`src/rtl/conv_encoder_if.sv`:
```
// Bit-stream interface of the convolutional encoder: the information-bit handshake
// on the input side and the registered symbol/framing strobes on the output side.
interface conv_encoder_if;
   logic       in_valid;
   logic       in_bit;
   logic       in_ready;
   logic       out_valid;
   logic [1:0] out_sym;
   logic       frame_start;
   logic       frame_end;
   logic       underrun;

   modport slave (
      input  in_valid, in_bit,
      output in_ready, out_valid, out_sym, frame_start, frame_end, underrun
   );

   modport master (
      output in_valid, in_bit,
      input  in_ready, out_valid, out_sym, frame_start, frame_end, underrun
   );
endinterface

```
`src/rtl/conv_encoder.sv`:
```
// Rate-1/2 K=7 (171/133 octal) convolutional encoder with an input FIFO, paced by a
// synchronized bit_clk, framing FRAME_LEN data bits followed by six zero tail bits.
module conv_encoder #(
   parameter int FRAME_LEN  = 64,
   parameter int FIFO_DEPTH = 8
) (
   input logic           clk,
   input logic           rst,
   input logic           bit_clk,
   conv_encoder_if.slave bus
);

   localparam int             AW        = $clog2(FIFO_DEPTH);
   localparam logic [AW:0]    DEPTH_CNT = (AW+1)'(FIFO_DEPTH);
   localparam logic [15:0]    LAST_BIT  = 16'(FRAME_LEN);

   typedef enum logic [1:0] {IDLE, DATA, TAIL} state_t;

   function automatic logic [1:0] encode(input logic u, input logic [5:0] s);
      return {u ^ s[0] ^ s[1] ^ s[2] ^ s[5], u ^ s[1] ^ s[2] ^ s[4] ^ s[5]};
   endfunction

   logic          sync1_q, sync2_q, sync_prev_q;
   logic          rdy_q;
   logic          tick;
   logic          mem_q [FIFO_DEPTH];
   logic [AW-1:0] wr_ptr_q, wr_ptr_d, rd_ptr_q, rd_ptr_d;
   logic [AW:0]   count_q, count_d;
   logic          push, pop, empty, full, head;
   state_t        state_q, state_d;
   logic [5:0]    shift_q, shift_d;
   logic [15:0]   bit_cnt_q, bit_cnt_d;
   logic [2:0]    tail_cnt_q, tail_cnt_d;
   logic          out_valid_q, out_valid_d;
   logic [1:0]    out_sym_q, out_sym_d;
   logic          frame_start_q, frame_start_d;
   logic          frame_end_q, frame_end_d;
   logic          underrun_q, underrun_d;

   // Synchronizer flops reset high so a bit_clk held high through reset gives no tick.
   assign tick  = sync2_q & ~sync_prev_q;
   assign empty = (count_q == '0);
   assign full  = (count_q == DEPTH_CNT);
   assign head  = mem_q[rd_ptr_q];
   assign push  = bus.in_valid & bus.in_ready;

   assign bus.in_ready    = rdy_q & ~full;
   assign bus.out_valid   = out_valid_q;
   assign bus.out_sym     = out_sym_q;
   assign bus.frame_start = frame_start_q;
   assign bus.frame_end   = frame_end_q;
   assign bus.underrun    = underrun_q;

   always_comb begin
      state_d       = state_q;
      shift_d       = shift_q;
      bit_cnt_d     = bit_cnt_q;
      tail_cnt_d    = tail_cnt_q;
      pop           = 1'b0;
      out_valid_d   = 1'b0;
      out_sym_d     = out_sym_q;
      frame_start_d = 1'b0;
      frame_end_d   = 1'b0;
      underrun_d    = 1'b0;
      if (tick) begin
         case (state_q)
            IDLE: begin
               if (!empty) begin
                  pop           = 1'b1;
                  out_valid_d   = 1'b1;
                  out_sym_d     = encode(head, shift_q);
                  shift_d       = {shift_q[4:0], head};
                  bit_cnt_d     = 16'd1;
                  frame_start_d = 1'b1;
                  tail_cnt_d    = 3'd0;
                  state_d       = (LAST_BIT == 16'd1) ? TAIL : DATA;
               end
            end
            DATA: begin
               if (!empty) begin
                  pop         = 1'b1;
                  out_valid_d = 1'b1;
                  out_sym_d   = encode(head, shift_q);
                  shift_d     = {shift_q[4:0], head};
                  bit_cnt_d   = bit_cnt_q + 16'd1;
                  if (bit_cnt_q + 16'd1 == LAST_BIT) begin
                     state_d    = TAIL;
                     tail_cnt_d = 3'd0;
                  end
               end else begin
                  underrun_d = 1'b1;
               end
            end
            TAIL: begin
               out_valid_d = 1'b1;
               out_sym_d   = encode(1'b0, shift_q);
               shift_d     = {shift_q[4:0], 1'b0};
               tail_cnt_d  = tail_cnt_q + 3'd1;
               if (tail_cnt_q == 3'd5) begin
                  frame_end_d = 1'b1;
                  state_d     = IDLE;
                  shift_d     = '0;
                  bit_cnt_d   = '0;
                  tail_cnt_d  = '0;
               end
            end
            default: state_d = IDLE;
         endcase
      end
   end

   // Push is blocked when full and pop when empty, so simultaneous push/pop nets to zero.
   always_comb begin
      wr_ptr_d = push ? wr_ptr_q + AW'(1) : wr_ptr_q;
      rd_ptr_d = pop  ? rd_ptr_q + AW'(1) : rd_ptr_q;
      count_d  = count_q;
      if (push && !pop)
         count_d = count_q + (AW+1)'(1);
      else if (pop && !push)
         count_d = count_q - (AW+1)'(1);
   end

   always_ff @(posedge clk) begin
      if (push)
         mem_q[wr_ptr_q] <= bus.in_bit;
   end

   always_ff @(posedge clk or posedge rst) begin
      if (rst) begin
         sync1_q       <= 1'b1;
         sync2_q       <= 1'b1;
         sync_prev_q   <= 1'b1;
         rdy_q         <= 1'b0;
         wr_ptr_q      <= '0;
         rd_ptr_q      <= '0;
         count_q       <= '0;
         state_q       <= IDLE;
         shift_q       <= '0;
         bit_cnt_q     <= '0;
         tail_cnt_q    <= '0;
         out_valid_q   <= 1'b0;
         out_sym_q     <= '0;
         frame_start_q <= 1'b0;
         frame_end_q   <= 1'b0;
         underrun_q    <= 1'b0;
      end else begin
         sync1_q       <= bit_clk;
         sync2_q       <= sync1_q;
         sync_prev_q   <= sync2_q;
         rdy_q         <= 1'b1;
         wr_ptr_q      <= wr_ptr_d;
         rd_ptr_q      <= rd_ptr_d;
         count_q       <= count_d;
         state_q       <= state_d;
         shift_q       <= shift_d;
         bit_cnt_q     <= bit_cnt_d;
         tail_cnt_q    <= tail_cnt_d;
         out_valid_q   <= out_valid_d;
         out_sym_q     <= out_sym_d;
         frame_start_q <= frame_start_d;
         frame_end_q   <= frame_end_d;
         underrun_q    <= underrun_d;
      end
   end

endmodule

```
`src/flat_wrapper.sv`:
```
// flat-port wrapper written by rule: the top's interface ports become plain ports
module conv_encoder_flat 
#(
   parameter int FRAME_LEN  = 64,
   parameter int FIFO_DEPTH = 8
)
  (clk, rst, bit_clk, bus_in_valid, bus_in_bit, bus_in_ready, bus_out_valid, bus_out_sym, bus_frame_start, bus_frame_end, bus_underrun);
  conv_encoder_if bus_i ();
  input logic clk;
  input logic rst;
  input logic bit_clk;
  input wire logic [$bits(bus_i.in_valid)-1:0] bus_in_valid;
  input wire logic [$bits(bus_i.in_bit)-1:0] bus_in_bit;
  output wire logic [$bits(bus_i.in_ready)-1:0] bus_in_ready;
  output wire logic [$bits(bus_i.out_valid)-1:0] bus_out_valid;
  output wire logic [$bits(bus_i.out_sym)-1:0] bus_out_sym;
  output wire logic [$bits(bus_i.frame_start)-1:0] bus_frame_start;
  output wire logic [$bits(bus_i.frame_end)-1:0] bus_frame_end;
  output wire logic [$bits(bus_i.underrun)-1:0] bus_underrun;
  assign bus_i.in_valid = bus_in_valid;
  assign bus_i.in_bit = bus_in_bit;
  assign bus_in_ready = bus_i.in_ready;
  assign bus_out_valid = bus_i.out_valid;
  assign bus_out_sym = bus_i.out_sym;
  assign bus_frame_start = bus_i.frame_start;
  assign bus_frame_end = bus_i.frame_end;
  assign bus_underrun = bus_i.underrun;
  conv_encoder #(.FRAME_LEN(FRAME_LEN), .FIFO_DEPTH(FIFO_DEPTH)) u_core (.clk(clk), .rst(rst), .bit_clk(bit_clk), .bus(bus_i));
endmodule
```
`config.mk`:
```
export PLATFORM = sky130hd
export DESIGN_NAME = conv_encoder_flat
export DESIGN_NICKNAME = d
export VERILOG_FILES = /design/src/rtl/conv_encoder_if.sv /design/src/rtl/conv_encoder.sv /design/src/flat_wrapper.sv
export SDC_FILE = /design/constraint.sdc
export NUM_CORES = 1
export LEC_CHECK = 0
export CORE_ASPECT_RATIO = 0.75
export CORE_UTILIZATION = 23
export CTS_CLUSTER_DIAMETER = 50
export DETAILED_ROUTE_END_ITERATION = 7
export GPL_ROUTABILITY_DRIVEN = 0
export SLEW_MARGIN = 15
export SYNTH_ARGS = -nofsm -noshare
export SYNTH_HDL_FRONTEND = slang
export SYNTH_SLANG_ARGS = --single-unit
```
`constraint.sdc`:
```
create_clock -name clk -period 3.4 [get_ports clk]
set_input_delay 0.34 -clock clk [delete_from_list [all_inputs] [get_ports clk]]
set_output_delay 0.34 -clock clk [all_outputs]
set_load 0.02 [all_outputs]
```
# ---- Word-level counts from Yosys, hierarchy flattened
# Memories as Yosys holds them, arrays and structs flattened.
# Index checks and enable logic that the tools add are counted.
dict set report totals {
  memories 1
  ff_bits 47
  ram_bits 8
}
dict set report classes {
  bitwise 19
  n_eq_ne 10
  n_addsub 6
  reduce_logical 14
  muxes 36
}
# name depth width rd rd_ports_with_merged_regs write_ports line
set mem_list {}
lappend mem_list {u_core.mem_q 8 1 1 0 1 conv_encoder.sv:26} ;# logic mem_q [FIFO_DEPTH];
# operator n
set ops {}
lappend ops {{two-way mux 16 bit} 3}
lappend ops {{case mux 16 bit (3 select lines)} 1}
lappend ops {{adder 16 x 1 -> 16 bit (second input constant)} 1}
lappend ops {{equality test 16 x 7 -> 1 bit (second input constant)} 1}
lappend ops {{AND reduction 5 bit} 3}
lappend ops {{two-way mux 1 bit} 14}
lappend ops {{bitwise XOR 1 bit} 14}
lappend ops {{two-way mux 3 bit} 4}
lappend ops {{two-way mux 6 bit} 2}
lappend ops {{case mux 6 bit (2 select lines)} 1}
lappend ops {{two-way mux 2 bit} 5}
lappend ops {{adder 3 x 1 -> 3 bit (second input constant)} 3}
lappend ops {{case mux 3 bit (3 select lines)} 1}
lappend ops {{two-way mux 4 bit} 2}
lappend ops {{!= test 2 bit (second input constant)} 3}
lappend ops {{case mux 2 bit (3 select lines)} 1}
lappend ops {{adder 4 x 1 -> 4 bit (second input constant)} 1}
lappend ops {{equality test 4 bit (second input constant)} 1}
lappend ops {{logical NOT 4 bit} 1}
lappend ops {{!= test 2 x 1 -> 1 bit (second input constant)} 2}
lappend ops {{case mux 2 bit (2 select lines)} 1}
lappend ops {{nonzero test 2 bit} 2}
lappend ops {{subtractor 4 x 1 -> 4 bit (second input constant)} 1}
lappend ops {{AND 1 bit} 3}
lappend ops {{other kinds (11)} 14}

# ---- Longest topological paths before layout
# Gate-level depths: netlist of run 1.
dict set report logic_depth {
  depth_word 8
  depth_mapped 14
  depth_no_buf 13
}

# ---- Worst setup path after synthesis of run 1
# Ideal clock, no wire load.
dict set report synth_timing {
  kind {flip-flop to flip-flop}
  startpoint {register u_core.state_q[1]}
  endpoint {register u_core.count_q[3]}
  required_time_ns 3.275
  setup_slack_ns 0.661
  stages_incl_launch_ff 15
  arrival_time_ns 2.613
  path_cell_list {dfrtp_1 inv_1 ha_1 clkbuf_1 nor2_1 nor3_1 inv_1 ha_1 inv_1 ha_1 a21o_1 a21oi_1 xnor2_1 nor2_1 xor2_1}
}
dict set report synth_via {
  elab_chain_cells 7
}
# element line
set synth_lines {}
lappend synth_lines {{from (decl)} conv_encoder.sv:30} ;# state_t state_q, state_d;
lappend synth_lines {{from (signal assigned)} conv_encoder.sv:154} ;# state_q <= state_d;
lappend synth_lines {{equality test 2 x 1 -> 1 bit or logical NOT 2 bit (tied branches)} conv_encoder.sv:66} ;# case (state_q)
lappend synth_lines {{OR reduction 2 bit (no source line) (*)} -}
lappend synth_lines {{two-way mux 1 bit (*)} -}
lappend synth_lines {{two-way mux 1 bit (*)} conv_encoder.sv:65} ;# if (tick) begin
lappend synth_lines {{logical NOT 1 bit} conv_encoder.sv:117} ;# if (push && !pop)
lappend synth_lines {{logical AND 1 bit} conv_encoder.sv:117}
lappend synth_lines {{two-way mux 4 bit or nonzero test 2 bit (tied branches)} -}
lappend synth_lines {{to (signal assigned)} conv_encoder.sv:153} ;# count_q <= count_d;
lappend synth_lines {{to (decl)} conv_encoder.sv:28} ;# logic [AW:0] count_q, count_d;
# Every way passes the cells marked *; elsewhere a longest branch is shown, timed or not.
# A chain may end at the register's enable or synchronous reset.

# ---- Worst setup path after layout of run 1
# Ends and elaborated chain as after synthesis.

==> results of run 1 <==
## layer usage
| metal | wire, um | GRT usage, % | part of all wire, % |
|---|---|---|---|
| met5 | 0 | 0 | 0 |
| met4 | 67 | 3.04 | 1.2 |
| met3 | 101 | 2.45 | 1.8 |
| met2 | 2440 | 14.2 | 44 |
| met1 | 2960 | 13.1 | 53 |
## cell usage in the layout, fill, tap and decap left out, types with 3 or more instances in the layout
cell type / netlist / layout
xor2_1: 3 / 3
inv_1: 12 / 11
nand2_1: 40 / 40
a31oi_1: 6 / 6
edfxtp_1: 8 / 8
and3_1: 7 / 7
dfstp_2: 3 / 3
clkdlybuf4s50_1: 0 / 11
nand3_1: 9 / 9
o21ai_0: 26 / 26
nor3_1: 9 / 9
nor2_1: 20 / 20
o21ai_1: 6 / 6
nand2b_1: 5 / 5
mux2_2: 4 / 4
a21oi_1: 7 / 7
dfrtp_1: 44 / 44
ha_1: 12 / 12
mux2i_1: 5 / 5
clkbuf_16: 0 / 5
xnor2_1: 12 / 12
nand4_1: 5 / 5
## final cells by class
type                            count  area [um2]  area share (%)
Sequential cell                    55        1420            42.6
Clock inverter                      3        22.5           0.676
Tap cell                          166         208            6.24
Multi-Input combinational cell    211        1390            41.6
Inverter                           12        45.0            1.35
Timing Repair Buffer               13         125            3.76
Clock buffer                        5         125            3.76
## registers in the layout, summed over array words and instances (netlist names)
register,cells
u_core.state_q,2
u_core.shift_q,6
u_core.mem_q,8
u_core.bus.underrun,1
u_core.sync_prev_q,1
u_core.bus.frame_start,1
u_core.bus.out_sym,2
u_core.rd_ptr_q,3
u_core.bus.frame_end,1
u_core.count_q,4
u_core.bit_cnt_q,16
u_core.sync1_q,1
u_core.bus.out_valid,1
u_core.rdy_q,1
u_core.tail_cnt_q,3
u_core.sync2_q,1
u_core.wr_ptr_q,3
## kinds of logic (layout without fill, tap and decap cells)
logic type,count (synthesis),in the layout,share of synthesized area (%)
AO/OA/AOI/OAI,60,60,12.3
XOR/XNOR,15,15,4.53
adder cells (fa/ha/maj),13,13,5.86
buffers and inverters,25,33,3.36
flip-flops,55,55,48.9
multiplexers,13,13,5.60
other,1,1,0.129
AND/OR/NAND/NOR,109,109,19.3
## per-stage QoR
step                std cells  setup WS, ns  area, um2
floorplan                 291         0.661       2900
global placement          457         0.557       3180
detailed placement        457         0.413       3180
CTS                       465         0.386       3330
global route              465        0.0956       3330
finish                    465         0.411       3330
## power groups by stage
stage	Sequential (mW)	Combinational [mW]	Clock, mW
after floorplan	0.985	0.565	0
after global placement	0.996	0.714	0
after detailed placement	1.01	0.743	0
after CTS	0.995	0.745	0.538
after global routing	1.03	0.849	0.566
final	0.996	0.734	0.519
## worst max-delay path: cells and delay by family, from the launching register on
family                   cells  cell delay, ns
AO/OA/AOI/OAI                2            0.34
flip-flops                   1            0.44
adder cells (fa/ha/maj)      3            0.83
buffers and inverters        3            0.35
AND/OR/NAND/NOR              3            0.64
XOR/XNOR                     2            0.27
## worst min path at each step
stage | startpoint | end | cells after the start
floorplan | bit_clk | u_core.sync1_q | 0
global placement | u_core.sync1_q | u_core.sync2_q | 0
detailed placement | u_core.sync1_q | u_core.sync2_q | 0
CTS | u_core.sync1_q | u_core.sync2_q | 0
global route | u_core.sync1_q | u_core.sync2_q | 0
finish | u_core.sync1_q | u_core.sync2_q | 0
==> summary.md, run 1 <==
| Metric | Value |
|---|---|
| Final core occ | between 20 and 30% |
| Seq/Total Area, Yosys | between 40% and 50% |
| Syn Area/Cell | 9.98 um2 |
| Max Fclk | ~330 MHz |
| CP startpoint kind | register |
| # Post-CTS Setup Buffers | 0 |
| CP endpoint | u_core.count_q[3] |
| CTS buffer count | 5 |
| DRC | 0 |
| Num rows | 35 |
| IO Pins | 12 |
| Crit Path Max Fanout | 10 |
| Max cap viols | 0 |
| Comb power frac | between 30% and 40% |
| CP Capture Type | register |
| Largest net degree at the start of global routing | 48 |
| Final hold violations | 0 |
| CTS tree | done |
| Slew margin rel. | between 30% and 40% |
| Reg2reg start | u_core.state_q[1] |
| CP Data Arrival Time | 3.17 ns |
| PwrDens | between 600 and 700 mW/mm2 |
| Initial drt markers | ~110 |
| Leakage | 1.34 nW |
| WP data required | roughly 3.6 ns |
| First-pass GRT wire length | a little under 10000 um |
| # fillers | approximately 1.3k |
| Final wirelength | about 5600 um |
| Synthesized cell area | about 0.0029 mm2 |
| Fin nets | 316 |
| CTS sink cnt | 55 |
| Crit. Startpoint | u_core.state_q[1] |
| Ys flop type | dfrtp_1 |
| Root Driver | clkbuf_16 |
| CTS HTree Levels | 2 |
| DIE WIDTH | between 100 and 150 um |
| Fin crit share | around 88% |
| Min cycle time layout | 2.99 ns |
| Sequential power share | between 40% and 50% |
| Share of cells above drive strength 1 | 9.03% |
| Synth top area cells | dfrtp_1, edfxtp_1, ha_1 |
| Netlist cell types | 50 |
| Worst Hold Class | reg -> reg |
| PostCTS Resize Cnt | 0 |
| Unrepaired setup endpoints after global routing | false |
| Area Overhead vs Synth | 14.7% |
| Asr flop ratio synth | a little under nine tenths |
| Clock Skews | around 0.005 ns |
| Worst path slowest cell | dfrtp_1 |
| GRT Overall Usage | a little under a tenth |
| Starting Density | roughly a quarter |
| Mapped Nets | just over 300 |
| Power Total | 2.25 mW |
| Post-synth EDFFs | 8 |
| Antenna violations before repair | 0 |
| Via density | roughly 4.5 |
| Register bit total from synthesis | between 50 and 60 |
| Clk pwr share | 23.1% |
| DRT Pass-1 Iters | 4 |
| WL per Instance | approximately 12 um |
| Most repeated cell in the gate-level netlist after synthesis | dfrtp_1 |
| Max incr delay on CP | around 0.44 ns |
| Synth top area share | between 30% and 40% |
| # diodes | 0 |
| Core area | approximately 0.012 mm2 |
| Net Sw Frac | 35.1% |
| Die area | 0.0131 mm2 |
| Final slew viol count | 0 |
| Final setup vio count | 0 |
| R2R depth | 13 |
| Cell Chain, Critical Path | inv_1, ha_1, nor2_1, nor3_1, inv_1, ha_1, inv_1, ha_1, a21o_1, a21oi_1, xnor2_1, nor2_1, xor2_1 |
| Die Ht | 99.3 um |
| Clk slew on worst S/H paths | 0.07 ns |
| Clock tree buffer depth | 2 |
| Critical path type | reg -> reg |
| Final hold slack | roughly 0.36 ns |
| Detailed-route via count | approximately 2.1k |
| Worst slew pin tran | 0.972 ns |
| Hold_buf cts | 0 |
| Grt ovf | 0 |
| Outcome | finished, final reports clean |
| Port bufs | 11 |
| R2r endpoint | u_core.count_q[3] |
| Synth warnings | 0 |
| P_int | roughly 1.5 mW |
| Maximum vdd ir drop | 0.203 mV |
| Worst-Skew Late Latency | 0.30 ns |
| Top cells by count, synth | dfrtp_1, nand2_1, o21ai_0, nor2_1 |
| Post-DP HPWL | between 3000 and 4000 um |
| Post-DRT Antenna Nets | 0 |
| Sum Neg Setup Slack | 0 ns |
| P_sw | around 0.8 mW |
| Vias in the first global route | between 2k and 2.5k |
| Yosys top cell by area | dfrtp_1 |
| Syn Inst Count | ~290 |
| R2R setup slack | between 0.4 and 0.5 ns |
Note: power is estimated with default switching activity, not from simulation.
==> run 2: changes to the inputs <==
--- a/config.mk
+++ b/config.mk
@@ -5,11 +5,15 @@
 export SDC_FILE = /design/constraint.sdc
 export NUM_CORES = 1
 export LEC_CHECK = 0
-export CORE_ASPECT_RATIO = 0.75
+export CELL_PAD_IN_SITES_DETAIL_PLACEMENT = 0
+export CELL_PAD_IN_SITES_GLOBAL_PLACEMENT = 2
+export CORE_ASPECT_RATIO = 1.5
 export CORE_UTILIZATION = 23
+export CTS_BUF_LIST = sky130_fd_sc_hd__clkbuf_8
 export CTS_CLUSTER_DIAMETER = 50
 export DETAILED_ROUTE_END_ITERATION = 7
 export GPL_ROUTABILITY_DRIVEN = 0
+export PLACE_DENSITY_LB_ADDON = 0.1
 export SLEW_MARGIN = 15
 export SYNTH_ARGS = -nofsm -noshare
 export SYNTH_HDL_FRONTEND = slang
==> run 2 against run 1 <==
Against the previous run:
- total power fell by 4.4%
- core utilization rose by 0.14 points
- routed wire length rose by 24%
- largest cell class unchanged
==> summary.md, run 2 (same netlist as run 1, synthesis figures left out) <==
| Metric | Value |
|---|---|
| DRC | 0 (unchanged) |
| CTS HTree Levels | 2 (unchanged) |
| Starting Density | 23.9% (+0.32 points) |
| Leakage | 1.35 nW (+0.35%) |
| Worst path slowest cell | dfrtp_1 |
| Biggest regs | u_core.bit_cnt_q x16, u_core.mem_q x8, u_core.shift_q x6 |
| Max reg flops | 16 (unchanged) |
| # diodes | 0 (unchanged) |
| CTS buffer count | 5 (unchanged) |
| Unrepaired setup endpoints after global routing | false |
| Antenna violations before repair | 0 (unchanged) |
| Share of cells above drive strength 1 | 10.8% (+1.8 points) |
| Net Sw Frac | 37.6% (+2.5 points) |
| PwrDens | 651 mW/mm2 (-3.6%) |
| Initial drt markers | 73 (-35%) |
| Area Overhead vs Synth | 13.8% |
| Post-DP HPWL | 5010 um (+27%) |
| Cell Chain, Critical Path | inv_1, ha_1, nor2_1, nor3_1, buf_4, inv_1, ha_1, inv_1, ha_1, a21o_1, a21oi_1, xnor2_1, nor2_1, xor2_1 |
| Port bufs | 11 (unchanged) |
| Comb power frac | 35.3% (+2.7 points) |
| CP Capture Type | register |
| Root Driver | clkbuf_8 |
| Crit Path Max Fanout | 10 (unchanged) |
| Num rows | 49 (+40%) |
| First-pass GRT wire length | 11800 um (+19%) |
| Max Fclk | 362 MHz (+8.3%) |
| Core area | 0.0121 mm2 (-1.4%) |
| Die Ht | 140 um (+41%) |
| WL per Instance | 15.0 um (+26%) |
| WP data required | 3.61 ns (+0.03 ns) |
| Final hold violations | 0 (unchanged) |
| Max incr delay on CP | 0.45 ns (about the same) |
| Hold_buf cts | 0 (unchanged) |
| P_int | 1.34 mW (-8.0%) |
| Worst slew pin tran | 0.663 ns (-0.310 ns) |
| Post-DP Area | 0.00321 mm2 (+0.90%) |
| Outcome | finished, final reports clean |
| CTS tree | done |
| Final slew viol count | 0 (unchanged) |
| Final core occ | 27.2% (+0.14 points) |
| Finished Cell Area | 0.00330 mm2 (-0.83%) |
| # Post-CTS Setup Buffers | 0 (unchanged) |
| CP Data Arrival Time | 2.97 ns (-0.20 ns) |
| GRT Overall Usage | 11.8% (+2.4 points) |
| Clk slew on worst S/H paths | 0.12 ns (+0.05 ns) |
| Final wirelength | 6890 um (+24%) |
| Final setup vio count | 0 (unchanged) |
| P_sw | 0.809 mW (+2.4%) |
| Sequential power share | 46.2% (+1.9 points) |
| Clk pwr share | 18.5% (-4.6 points) |
| Critical path type | reg -> reg |
| Worst-Skew Late Latency | 0.32 ns (+0.02 ns) |
| Fin nets | 322 (+1.9%) |
| Fin crit share | 81.2% (-6.8 points) |
| Clock Skews | 0.00973 ns (+0.00484 ns) |
| Clock tree buffer depth | 2 (unchanged) |
| Slew margin rel. | 55.8% (+21 points) |
| Commonest cells after routing, fill and taps aside | dfrtp_1, nand2_1, o21ai_0 |
| Grt ovf | 0 (unchanged) |
| Final hold slack | 0.366 ns (+0.00494 ns) |
| DIE WIDTH | 93.7 um (-29%) |
| IO Pins | 12 (unchanged) |
| Die area | 0.0131 mm2 (about the same) |
| PostCTS Resize Cnt | 0 (unchanged) |
| Maximum vdd ir drop | 0.209 mV (+3.1%) |
| Most flop-heavy register | u_core.bit_cnt_q |
| Vias in the first global route | 2244 (+10%) |
| Sum Neg Setup Slack | 0 ns (unchanged) |
| Via density | 4.55 (+2.1%) |
| Largest net degree at the start of global routing | 28 (-42%) |
| DRT Pass-1 Iters | 4 (unchanged) |
| CTS sink cnt | 55 (unchanged) |
| Detailed-route via count | 2082 (+0.58%) |
| Post-DRT Antenna Nets | 0 (unchanged) |
| CP startpoint kind | register |
| Max cap viols | 0 (unchanged) |
| Worst Hold Class | reg -> reg |
| Commonest non-fill, non-tap cell in the layout | dfrtp_1 |
| Min cycle time layout | 2.76 ns (-0.230 ns) |
[run 2: worst paths after layout]
| check | depth (start not counted) | to | start | slack, ns |
|---|---|---|---|---|
| max in group asynchronous | 3 | u_core.sync_prev_q | rst | 2.18 |
| worst max register to register | 14 | u_core.count_q[3] | u_core.state_q[1] | 0.64 |
| min in group asynchronous | 2 | u_core.bit_cnt_q[1] | rst | 0.42 |
| worst min-delay path | 0 | u_core.sync2_q | u_core.sync1_q | 0.37 |
| worst max-delay path | 14 | u_core.count_q[3] | u_core.state_q[1] | 0.64 |
| worst min register to register | 0 | u_core.sync2_q | u_core.sync1_q | 0.37 |
[run 2: worst max-delay path: cells and delay by family (launching register included)]
family,cells,cell delay (ns)
adder cells (fa/ha/maj),3,0.78
flip-flops,1,0.45
buffers and inverters,4,0.42
AND/OR/NAND/NOR,3,0.36
AO/OA/AOI/OAI,2,0.36
XOR/XNOR,2,0.27
[run 2: routing by layer]
metal | vias to the layer above | wire (um) | track usage [%]
met5 | - | 0 | 0
met4 | 0 | 107 | 3.89
met3 | 5 | 99 | 1.69
met2 | 11 | 3800 | 21.9
met1 | 1015 | 2870 | 13.4
li1 | 1051 | - | -
[run 2: cell type report]
class | count | area [um2]
clock inverters | 3 | 22.5
flip-flops and latches | 55 | 1420
clock buffers | 5 | 68.8
inverters | 12 | 45.0
repair buffers | 19 | 170
well taps | 153 | 191
multi-input cells | 211 | 1390
fillers | 1331 | 8840
[run 2: through the flow]
| stage | power (mW) | worst slack, ns | cells |
|---|---|---|---|
| 2_1_floorplan | 1.55 | 0.661 | 291 |
| 3_3_place_gp | 1.80 | 0.696 | 450 |
| 3_5_place_dp | 1.80 | 0.653 | 450 |
| 4_1_cts | 2.21 | 0.615 | 458 |
| 5_1_grt | 2.35 | 0.340 | 458 |
| 6_report | 2.15 | 0.641 | 458 |
[run 2: power groups by stage]
| stage | Clock, mW | Combinational (mW) | Sequential (mW) |
|---|---|---|---|
| after detailed placement | 0 | 0.784 | 1.01 |
| final | 0.398 | 0.759 | 0.995 |
| after global placement | 0 | 0.783 | 1.01 |
| after CTS | 0.427 | 0.788 | 0.999 |
| after floorplan | 0 | 0.565 | 0.985 |
| after global routing | 0.445 | 0.876 | 1.03 |
==> run 3: changes to the inputs <==
==> constraint.sdc (replaced) <==
create_clock -name clk -period 2.7 [get_ports clk]
set_input_delay 0.27 -clock clk [delete_from_list [all_inputs] [get_ports clk]]
set_output_delay 0.27 -clock clk [all_outputs]
set_load 0.02 [all_outputs]
==> run 3 against run 2 <==
Against the previous run:
- register-to-register slack lost 0.42 ns
- core utilization up 0.65 points
- highest routed layer unchanged
- global-route usage shrank 0.060 points
==> summary.md, run 3 (same netlist as run 1, synthesis figures left out) <==
| Metric | Value |
|---|---|
| CP Data Arrival Time | 2.70 ns (-0.27 ns) |
| Sequential power share | 45.8% (-0.4 points) |
| Comb power frac | 36.0% (+0.7 points) |
| Initial drt markers | 57 (-22%) |
| R2R depth | 13 (-1) |
| P_sw | 1.03 mW (+27%) |
| Worst-Skew Late Latency | 0.32 ns (about the same) |
| Detailed-route via count | 2101 (+0.91%) |
| Outcome | finished, final reports clean |
| CTS tree | done |
| Post-DP HPWL | 5310 um (+5.9%) |
| DIE WIDTH | 93.7 um (unchanged) |
| Biggest regs | u_core.bit_cnt_q x16, u_core.mem_q x8, u_core.shift_q x6 |
| Max Fclk | 404 MHz (+11%) |
| Inst Count DP | 460 (+2.2%) |
| Clock tree buffer depth | 2 (unchanged) |
| Fin crit share | 91.7% (+11 points) |
| Share of cells above drive strength 1 | 14.0% (+3.1 points) |
| Post-Layout Cell Count | 468 (+2.2%) |
| Die area | 0.0131 mm2 (unchanged) |
| WP data required | 2.92 ns (-0.69 ns) |
| Cell Chain, Critical Path | inv_1, ha_1, nor2_1, nor3_2, inv_1, ha_1, inv_1, ha_1, a21o_1, a21oi_1, xnor2_1, nor2_1, xor2_1 |
| IO Pins | 12 (unchanged) |
| Maximum vdd ir drop | 0.329 mV (+57%) |
| CTS buffer count | 5 (unchanged) |
| Num rows | 49 (unchanged) |
| Die Ht | 140 um (unchanged) |
| Area of the multi-input gates | 0.00139 mm2 (+0.36%) |
| CTS sink cnt | 55 (unchanged) |
| Instance count on the critical path | 13 (-1) |
| Antenna violations before repair | 0 (unchanged) |
| Area Overhead vs Synth | 16.5% |
| Max incr delay on CP | 0.45 ns (about the same) |
| DRT Pass-1 Iters | 4 (unchanged) |
| Clk slew on worst S/H paths | 0.11 ns (about the same) |
| GRT Overall Usage | 11.7% (-0.060 points) |
| Via density | 4.49 (-1.2%) |
| CP Buf/Inv Count | 3 (-1) |
| Final hold violations | 0 (unchanged) |
| WL per Instance | 14.8 um (-1.3%) |
| Final slew viol count | 0 (unchanged) |
| FF+latch area | 0.00142 mm2 (about the same) |
| Most flop-heavy register | u_core.bit_cnt_q |
| Root Driver | clkbuf_8 |
| Unrepaired setup endpoints after global routing | false |
| Max reg flops | 16 (unchanged) |
| # diodes | 0 (unchanged) |
| PostCTS Resize Cnt | 0 (unchanged) |
| Commonest non-fill, non-tap cell in the layout | dfrtp_1 |
| Delay-heaviest family, CP | adder cells |
| Core area | 0.0121 mm2 (unchanged) |
| Final setup vio count | 0 (unchanged) |
| Crit Path Max Fanout | 6 (-4) |
| P_int | 1.70 mW (+27%) |
| CTS HTree Levels | 2 (unchanged) |
| Starting Density | 23.9% (unchanged) |
| Min cycle time layout | 2.48 ns (-0.282 ns) |
| Net Sw Frac | 37.6% (about the same) |
| Clk pwr share | 18.3% (-0.2 points) |
| Worst slew pin tran | 0.560 ns (-0.103 ns) |
| Hold_buf cts | 0 (unchanged) |
| CP startpoint kind | register |
| Port bufs | 11 (unchanged) |
| Worst Hold Class | in -> async |
| Final hold slack | 0.202 ns (-0.165 ns) |
| # Post-CTS Setup Buffers | 0 (unchanged) |
| Max cap viols | 0 (unchanged) |
| Worst path slowest cell | dfrtp_1 |
| Vias in the first global route | 2236 (-0.36%) |
| Largest net degree at the start of global routing | 21 (-25%) |
| Final wirelength | 6950 um (+0.87%) |
| Post-DP Area | 0.00329 mm2 (+2.5%) |
| DRC | 0 (unchanged) |
| Sum Neg Setup Slack | 0 ns (unchanged) |
| Fin nets | 332 (+3.1%) |
| Leakage | 1.40 nW (+3.8%) |
| Power Total | 2.73 mW (+27%) |
| CP Capture Type | register |
| Clock Skews | 0.00568 ns (-0.00405 ns) |
| First-pass GRT wire length | 11600 um (-1.4%) |
| Commonest cells after routing, fill and taps aside | dfrtp_1, nand2_1, o21ai_0 |
| Finished Cell Area | 0.00338 mm2 (+2.4%) |
| Critical path type | reg -> reg |
| Grt ovf | 0 (unchanged) |
| Slew margin rel. | 62.7% (+6.9 points) |
| # fillers | 1316 (-1.1%) |
| PwrDens | 807 mW/mm2 (+24%) |
| Post-DRT Antenna Nets | 0 (unchanged) |
## run 3: changes by cell type in the layout (fill, tap and decap cells not counted)
cell,change
buf_4,+10
clkinv_2,-1
clkinv_4,-1
clkinvlp_4,+1
dfrtp_1,-1
dfrtp_2,+1
inv_1,+1
nor3_1,-1
nor3_2,+1
## run 3: layout make-up
| class | instances | area share [%] |
|---|---|---|
| Clock buffer | 5 | 2.03 |
| Inverter | 12 | 1.33 |
| Multi-Input combinational cell | 211 | 41.1 |
| Clock inverter | 3 | 0.592 |
| Sequential cell | 55 | 42.0 |
| Tap cell | 153 | 5.66 |
| Timing Repair Buffer | 29 | 7.25 |
## run 3: worst paths after layout
check / start / slack [ns] / to
setup reg to reg: u_core.state_q[1] / 0.22 / u_core.count_q[3]
max in group asynchronous: rst / 1.91 / u_core.shift_q[0]
hold reg to reg: u_core.sync1_q / 0.36 / u_core.sync2_q
min in group clk: bit_clk / 0.34 / u_core.sync1_q
hold / removal: rst / 0.20 / u_core.bit_cnt_q[2]
setup / recovery: u_core.state_q[1] / 0.22 / u_core.count_q[3]
## run 3: per-layer routing
metal  track usage [%]  share of wire (%)  wire length [um]  vias to the layer above
li1                  -                  -                 -                     1069
met1              13.0                 41              2840                     1008
met2              22.0                 56              3870                       18
met3              1.91                1.8               126                        6
met4              3.89                1.5               106                        0
met5                 0                  0                 0                        -
## run 3: power groups by stage
stage / clock [mW] / sequential (mW) / combinational, mW
6_report: 0.499 / 1.25 / 0.982
5_1_grt: 0.552 / 1.29 / 1.13
4_1_cts: 0.522 / 1.26 / 1.02
3_5_place_dp: 0 / 1.28 / 1.02
3_3_place_gp: 0 / 1.27 / 1.00
2_1_floorplan: 0 / 1.24 / 0.715
## run 3: stage by stage
stage	util (%)	worst slack, ns
floorplan	-	0.0201
global placement	27.1	0.183
detailed placement	27.1	0.193
CTS	27.8	0.170
global route	27.9	0.00395
finish	27.9	0.223
